===== src/rtl/placement_pkg.sv =====
//------------------------------------------------------------------------------
// Module   : placement_pkg
// Brief    : Shared structure-ID types and constants for row finder / allocator.
// Revision : 1.0 - initial release
//------------------------------------------------------------------------------
`default_nettype none

package placement_pkg;

    localparam int NUM_STR = 13;
    localparam int ID_W    = 4;

    typedef logic [ID_W-1:0] str_id_t;

    localparam str_id_t STR_ID_NONE = '0;

    typedef enum logic [1:0] {
        IDLE  = 2'd0,
        CHECK = 2'd1,
        RESP  = 2'd2
    } alloc_state_t;

endpackage

`default_nettype wire


===== src/rtl/cand_pick.sv =====
//------------------------------------------------------------------------------
// Module   : cand_pick
// Brief    : Picks the first of three candidate IDs that is in range and free.
// Revision : 1.0 - initial release
//------------------------------------------------------------------------------
`default_nettype none

module cand_pick #(
    parameter int NUM_STR = 13,
    parameter int ID_W    = 4
) (
    input  logic [ID_W-1:0]  id_1,
    input  logic [ID_W-1:0]  id_2,
    input  logic [ID_W-1:0]  id_3,
    input  logic [NUM_STR:1] occ,
    output logic             hit,
    output logic [ID_W-1:0]  pick_id
);

    import placement_pkg::*;

    // Matching against every legal index rejects 0 and out-of-range IDs for free.
    function automatic logic qualifies(input logic [ID_W-1:0] id, input logic [NUM_STR:1] occ_v);
        logic w_q;
        w_q = 1'b0;
        for (int i = 1; i <= NUM_STR; i++) begin
            if ((id == ID_W'(i)) && !occ_v[i]) begin
                w_q = 1'b1;
            end
        end
        return w_q;
    endfunction

    always_comb begin
        hit     = 1'b0;
        pick_id = ID_W'(STR_ID_NONE);
        if (qualifies(id_1, occ)) begin
            hit     = 1'b1;
            pick_id = id_1;
        end else if (qualifies(id_2, occ)) begin
            hit     = 1'b1;
            pick_id = id_2;
        end else if (qualifies(id_3, occ)) begin
            hit     = 1'b1;
            pick_id = id_3;
        end
    end

endmodule

`default_nettype wire


===== src/rtl/row_allocator.sv =====
//------------------------------------------------------------------------------
// Module   : row_allocator
// Brief    : Grants the first free candidate structure, tracks occupancy and
//            releases, reports free capacity. ALLOC_STATS_EN adds counters.
// Revision : 1.0 - initial release
//------------------------------------------------------------------------------
`default_nettype none

module row_allocator #(
    parameter int NUM_STR = placement_pkg::NUM_STR,
    parameter int ID_W    = placement_pkg::ID_W
`ifdef ALLOC_STATS_EN
    ,
    parameter int CNT_W   = 16
`endif
) (
    input  logic             clk,
    input  logic             rst,
    input  logic             req_valid,
    output logic             req_ready,
    input  logic [ID_W-1:0]  str_id_1,
    input  logic [ID_W-1:0]  str_id_2,
    input  logic [ID_W-1:0]  str_id_3,
    output logic             resp_valid,
    input  logic             resp_ready,
    output logic             resp_ok,
    output logic [ID_W-1:0]  resp_id,
    input  logic             rel_valid,
    input  logic [ID_W-1:0]  rel_id,
    output logic             rel_err,
`ifdef ALLOC_STATS_EN
    output logic [CNT_W-1:0] grant_cnt,
    output logic [CNT_W-1:0] fail_cnt,
`endif
    output logic [ID_W-1:0]  free_count
);

    import placement_pkg::*;

    alloc_state_t     r_state;
    alloc_state_t     w_state_next;
    logic [ID_W-1:0]  r_id_1;
    logic [ID_W-1:0]  r_id_2;
    logic [ID_W-1:0]  r_id_3;
    logic [NUM_STR:1] r_occ;
    logic [NUM_STR:1] w_set_mask;
    logic [NUM_STR:1] w_clr_mask;
    logic             w_hit;
    logic [ID_W-1:0]  w_pick_id;
    logic             r_resp_ok;
    logic [ID_W-1:0]  r_resp_id;
    logic             r_rel_err;
    logic             w_rel_hit;
    logic [ID_W-1:0]  r_free_count;
    logic [ID_W-1:0]  w_occ_cnt;
    logic             w_load;
    logic             w_check;
    logic             w_resp_hs;

    cand_pick #(
        .NUM_STR (NUM_STR),
        .ID_W    (ID_W)
    ) u_cand_pick (
        .id_1    (r_id_1),
        .id_2    (r_id_2),
        .id_3    (r_id_3),
        .occ     (r_occ),
        .hit     (w_hit),
        .pick_id (w_pick_id)
    );

    always_ff @(posedge clk or posedge rst) begin
        if (rst) begin
            r_state <= IDLE;
        end else begin
            r_state <= w_state_next;
        end
    end

    always_comb begin
        w_state_next = r_state;
        req_ready    = 1'b0;
        resp_valid   = 1'b0;
        w_load       = 1'b0;
        w_check      = 1'b0;
        w_resp_hs    = 1'b0;
        unique case (r_state)
            IDLE: begin
                req_ready = 1'b1;
                if (req_valid) begin
                    w_load       = 1'b1;
                    w_state_next = CHECK;
                end
            end
            CHECK: begin
                w_check      = 1'b1;
                w_state_next = RESP;
            end
            RESP: begin
                resp_valid = 1'b1;
                if (resp_ready) begin
                    w_resp_hs    = 1'b1;
                    w_state_next = IDLE;
                end
            end
            default: w_state_next = IDLE;
        endcase
    end

    // Set only touches free bits and clear only occupied ones, so they never collide.
    always_comb begin
        w_set_mask = '0;
        w_clr_mask = '0;
        w_rel_hit  = 1'b0;
        for (int i = 1; i <= NUM_STR; i++) begin
            if (w_check && w_hit && (w_pick_id == ID_W'(i))) begin
                w_set_mask[i] = 1'b1;
            end
            if (rel_valid && (rel_id == ID_W'(i)) && r_occ[i]) begin
                w_clr_mask[i] = 1'b1;
                w_rel_hit     = 1'b1;
            end
        end
    end

    always_comb begin
        w_occ_cnt = '0;
        for (int i = 1; i <= NUM_STR; i++) begin
            w_occ_cnt = w_occ_cnt + ID_W'(r_occ[i]);
        end
    end

    always_ff @(posedge clk or posedge rst) begin
        if (rst) begin
            r_id_1       <= '0;
            r_id_2       <= '0;
            r_id_3       <= '0;
            r_occ        <= '0;
            r_resp_ok    <= 1'b0;
            r_resp_id    <= '0;
            r_rel_err    <= 1'b0;
            r_free_count <= ID_W'(NUM_STR);
        end else begin
            if (w_load) begin
                r_id_1 <= str_id_1;
                r_id_2 <= str_id_2;
                r_id_3 <= str_id_3;
            end
            if (w_check) begin
                r_resp_ok <= w_hit;
                r_resp_id <= w_hit ? w_pick_id : ID_W'(STR_ID_NONE);
            end else if (w_resp_hs) begin
                r_resp_ok <= 1'b0;
                r_resp_id <= '0;
            end
            r_occ        <= (r_occ & ~w_clr_mask) | w_set_mask;
            r_rel_err    <= rel_valid && !w_rel_hit;
            r_free_count <= ID_W'(NUM_STR) - w_occ_cnt;
        end
    end

    assign resp_ok    = r_resp_ok;
    assign resp_id    = r_resp_id;
    assign rel_err    = r_rel_err;
    assign free_count = r_free_count;

`ifdef ALLOC_STATS_EN
    logic [CNT_W-1:0] r_grant_cnt;
    logic [CNT_W-1:0] r_fail_cnt;

    always_ff @(posedge clk or posedge rst) begin
        if (rst) begin
            r_grant_cnt <= '0;
            r_fail_cnt  <= '0;
        end else if (w_resp_hs) begin
            if (r_resp_ok) begin
                if (r_grant_cnt != '1) begin
                    r_grant_cnt <= r_grant_cnt + CNT_W'(1);
                end
            end else if (r_fail_cnt != '1) begin
                r_fail_cnt <= r_fail_cnt + CNT_W'(1);
            end
        end
    end

    assign grant_cnt = r_grant_cnt;
    assign fail_cnt  = r_fail_cnt;
`endif

endmodule

`default_nettype wire

===== config.mk =====
export PLATFORM = sky130hd
export DESIGN_NAME = row_allocator
export DESIGN_NICKNAME = d
export VERILOG_FILES = /design/src/rtl/placement_pkg.sv /design/src/rtl/cand_pick.sv /design/src/rtl/row_allocator.sv
export SDC_FILE = /design/constraint.sdc
export NUM_CORES = 1
export LEC_CHECK = 0
export CAP_MARGIN = 0
export CORE_MARGIN = 1.5
export CORE_UTILIZATION = 32
export CTS_CLUSTER_DIAMETER = 200
export DETAILED_ROUTE_END_ITERATION = 10
export PLACE_DENSITY = 0.57
export SYNTH_ARGS = -nofsm -noshare
export SYNTH_HDL_FRONTEND = slang
export SYNTH_HIERARCHICAL = 1
export SYNTH_SLANG_ARGS = --single-unit

===== constraint.sdc =====
create_clock -name clk -period 3.88 [get_ports clk]
set_clock_uncertainty 0.15 [all_clocks]
set_input_delay 0.97 -clock clk [delete_from_list [all_inputs] [get_ports clk]]
set_output_delay 0.97 -clock clk [all_outputs]
set_load 0.02 [all_outputs]

==> results of run 1 <==
==> layout make-up <==
class | count | area [um^2] | share of cell area, %
tap | 102 | 127.6 | 4.121
sequential | 37 | 929.6 | 30.02
multi-input combinational | 182 | 1503 | 48.53
inverter | 16 | 60.06 | 1.939
timing repair buffer | 38 | 365.4 | 11.80
clock buffer | 6 | 72.57 | 2.343
clock inverter | 2 | 38.79 | 1.253
==> worst paths after layout <==
path	from	end	slack, ns	cells past startpoint
max	r_occ[8]	free_count[3]	0.34	12
min	resp_id[3]	resp_id[3]	0.39	2
max reg2reg	r_occ[8]	free_count[3]	0.34	12
min reg2reg	resp_id[3]	resp_id[3]	0.39	2
max in group asynchronous	rst	free_count[3]	1.79	3
min in group asynchronous	rst	resp_id[3]	1.03	2
==> per-layer routing <==
layer  track usage, %  wire (um)  part of all wire [%]  vias up
met5                0          0                     0        -
met4            3.157         81                   1.3        0
met3            3.366        356                   5.7        8
met2            23.54       2841                    46       63
met1            20.11       2945                    47     1000
li1                 -          -                     -      955
==> registers in the layout, summed over array words and instances, names as in the netlist <==
signal	cells
free_count	4
r_id_1	4
r_id_2	4
r_id_3	4
r_occ	13
r_state	2
rel_err	1
resp_id	4
resp_ok	1
==> worst max-delay path: stages, from the launching register on <==
cell     delay [ns]
dfrtp_1        0.47
fa_1           0.45
ha_1           0.28
inv_1          0.05
fa_1           0.46
inv_1          0.08
fa_1           0.17
inv_1          0.05
fa_1           0.50
inv_1          0.05
fa_1           0.43
xnor2_1        0.18
xnor2_1        0.14
==> stage by stage <==
| stage | utilization [%] | worst slack [ns] | hold WS (ns) |
|---|---|---|---|
| 5_1_grt | 39.87 | 0.1755 | 0.4277 |
| 6_report | 39.87 | 0.3401 | 0.3899 |
| 2_1_floorplan | - | 0.5283 | 0.3072 |
| 3_5_place_dp | 38.43 | 0.3521 | 0.3767 |
| 3_3_place_gp | 38.43 | 0.4323 | 0.3791 |
| 4_1_cts | 39.87 | 0.3210 | 0.3964 |
==> synth_stat cells, types with 3 or more instances <==
master,number
inv_1,16
mux4_2,3
a22oi_1,3
mux2_4,9
nor2_1,8
ha_1,8
nand2b_1,8
o21ai_1,11
fa_1,8
buf_6,4
o31ai_1,3
o21ai_0,19
o22ai_1,3
a211oi_1,5
dfrtp_1,34
nor3_1,3
nor2b_1,3
mux2i_1,11
nand2_1,19
buf_2,3
mux2_2,7
or3_1,4
mux2_1,3
nand3b_1,6
dfstp_2,3
a21oi_1,6
==> kinds of logic (layout without fill, tap and decap cells) <==
family	Yosys count	after routing	share of synthesized area, %
xor+xnor	2	2	0.6791
compound gates	57	57	13.48
fa+ha+maj	16	16	10.09
buf+inv	27	62	5.722
flops	37	37	36.03
simple gates	74	74	17.51
mux	33	33	16.49
==> reports/results.ini, run 1 <==
[placed_design]
place_inst = 375
routabilityCongestion = 0.8323
placed_area_um2 = 2985
dp.final_hpwl_mm = 4.512
port_buffers = 32

[die]
dieArea_um2 = 8610
dieHeight_um = 92.79
die_w_um = 92.79
ioPinCount = 33
start_util_pct = 33.22
core_um2 = 7767
rows = 32

[layout]
final_cells = 383
final_layout_size_suffix_gt1_share_pct = 16.01
n_antenna_cell = 0
final_cell_mix = dfrtp_1, clkdlybuf4s50_1, nand2_1, o21ai_0, inv_1
fillers = 754
fin_area_um2 = 3097
syn2layout_area_growth_pct = 20.03
nets = 317
final_common_cell = dfrtp_1

[cts]
ctsHoldBuffers = 0
cts_buffer_depth = 2
ctsHtreeMaxLevel = 2
post_cts_buffers = 0
clk_pin_slew_ns = 0.09
numClockSinks = 37
cts_tree = done
worstSkewPairLatency_ns = 0.30
ctsRootBufferMaster = clkbuf_8
numCtsBuffers = 5
cts_resized = 0

[logic_synthesis]
ys_seq_elements = 37
syn_inst = 246
syn_area_um2 = 2580
synthArstFlopShare_pct = 100.0
ys.flop_type = dfrtp_1
synthDistinctLibCells = 55
synth-edff-count = 0
netlist_top_cells_area = dfrtp_1, fa_1, mux2_4
yosysWarnings = 6
yosysSeqAreaShare_pct = 36.03
yosys.area.top_type_share_pct = 32.98
yosys.area.top_type = dfrtp_1
avgSynthCellArea_um2 = 10.49
synthesis.nets = 283

[sta]
slew_headroom_pct = 37.18
hold_viol_final = 0
fin_crit_sh_pct = 91.23
fin_tns_setup_ns = 0
fin_crit_ns = 3.540
rsz0062_at_grt = no
drv_slew = 0
setup_viol = 0
timing.fmax_mhz = 282.5
tightest_slew_ns = 0.9412

[worst_setup_path]
crit_arrival_ns = 3.62
path_max_fanout = 6
cp-end-kind = register
required_ns = 3.96
crit_type = register to register
worstSetupStartpointType = register

[status]
status = completed

[routing]
drtAntennaViolNets = 0
drc = 0
first_pass_iters = 4
drt_iter0_drc = 115
wl_mm = 6.225
routed_via_density = 5.290
post_drt_wl_per_cell_um = 16.25
dr_total_vias = 2026

[global_routing]
grt_max_degree = 24
grt_pass1_vias = 1932
antenna_found_initial = 0
grt-ovfl-total = 0
grt_pass1_wl_mm = 9.915
grt_usage_pct = 14.68

[worst_hold_path]
hold_path.class = register to register

[job]
drv_cap = 0

Power of run 1 is left out: the tool's default activity adds up to more than one toggle a clock period on the data nets, which glitch-free logic cannot reach.
==> run 2, diff against run 1 <==
--- a/config.mk
+++ b/config.mk
@@ -9,7 +9,9 @@
 export CORE_MARGIN = 1.5
 export CORE_UTILIZATION = 32
 export CTS_CLUSTER_DIAMETER = 200
+export CTS_CLUSTER_SIZE = 28
 export DETAILED_ROUTE_END_ITERATION = 10
+export GPL_ROUTABILITY_DRIVEN = 0
 export PLACE_DENSITY = 0.57
 export SYNTH_ARGS = -nofsm -noshare
 export SYNTH_HDL_FRONTEND = slang
==> results of run 2 <==
No change in the layout: final DEF, timing and power equal those of run 1.
Power of run 2 is left out for the same reason.
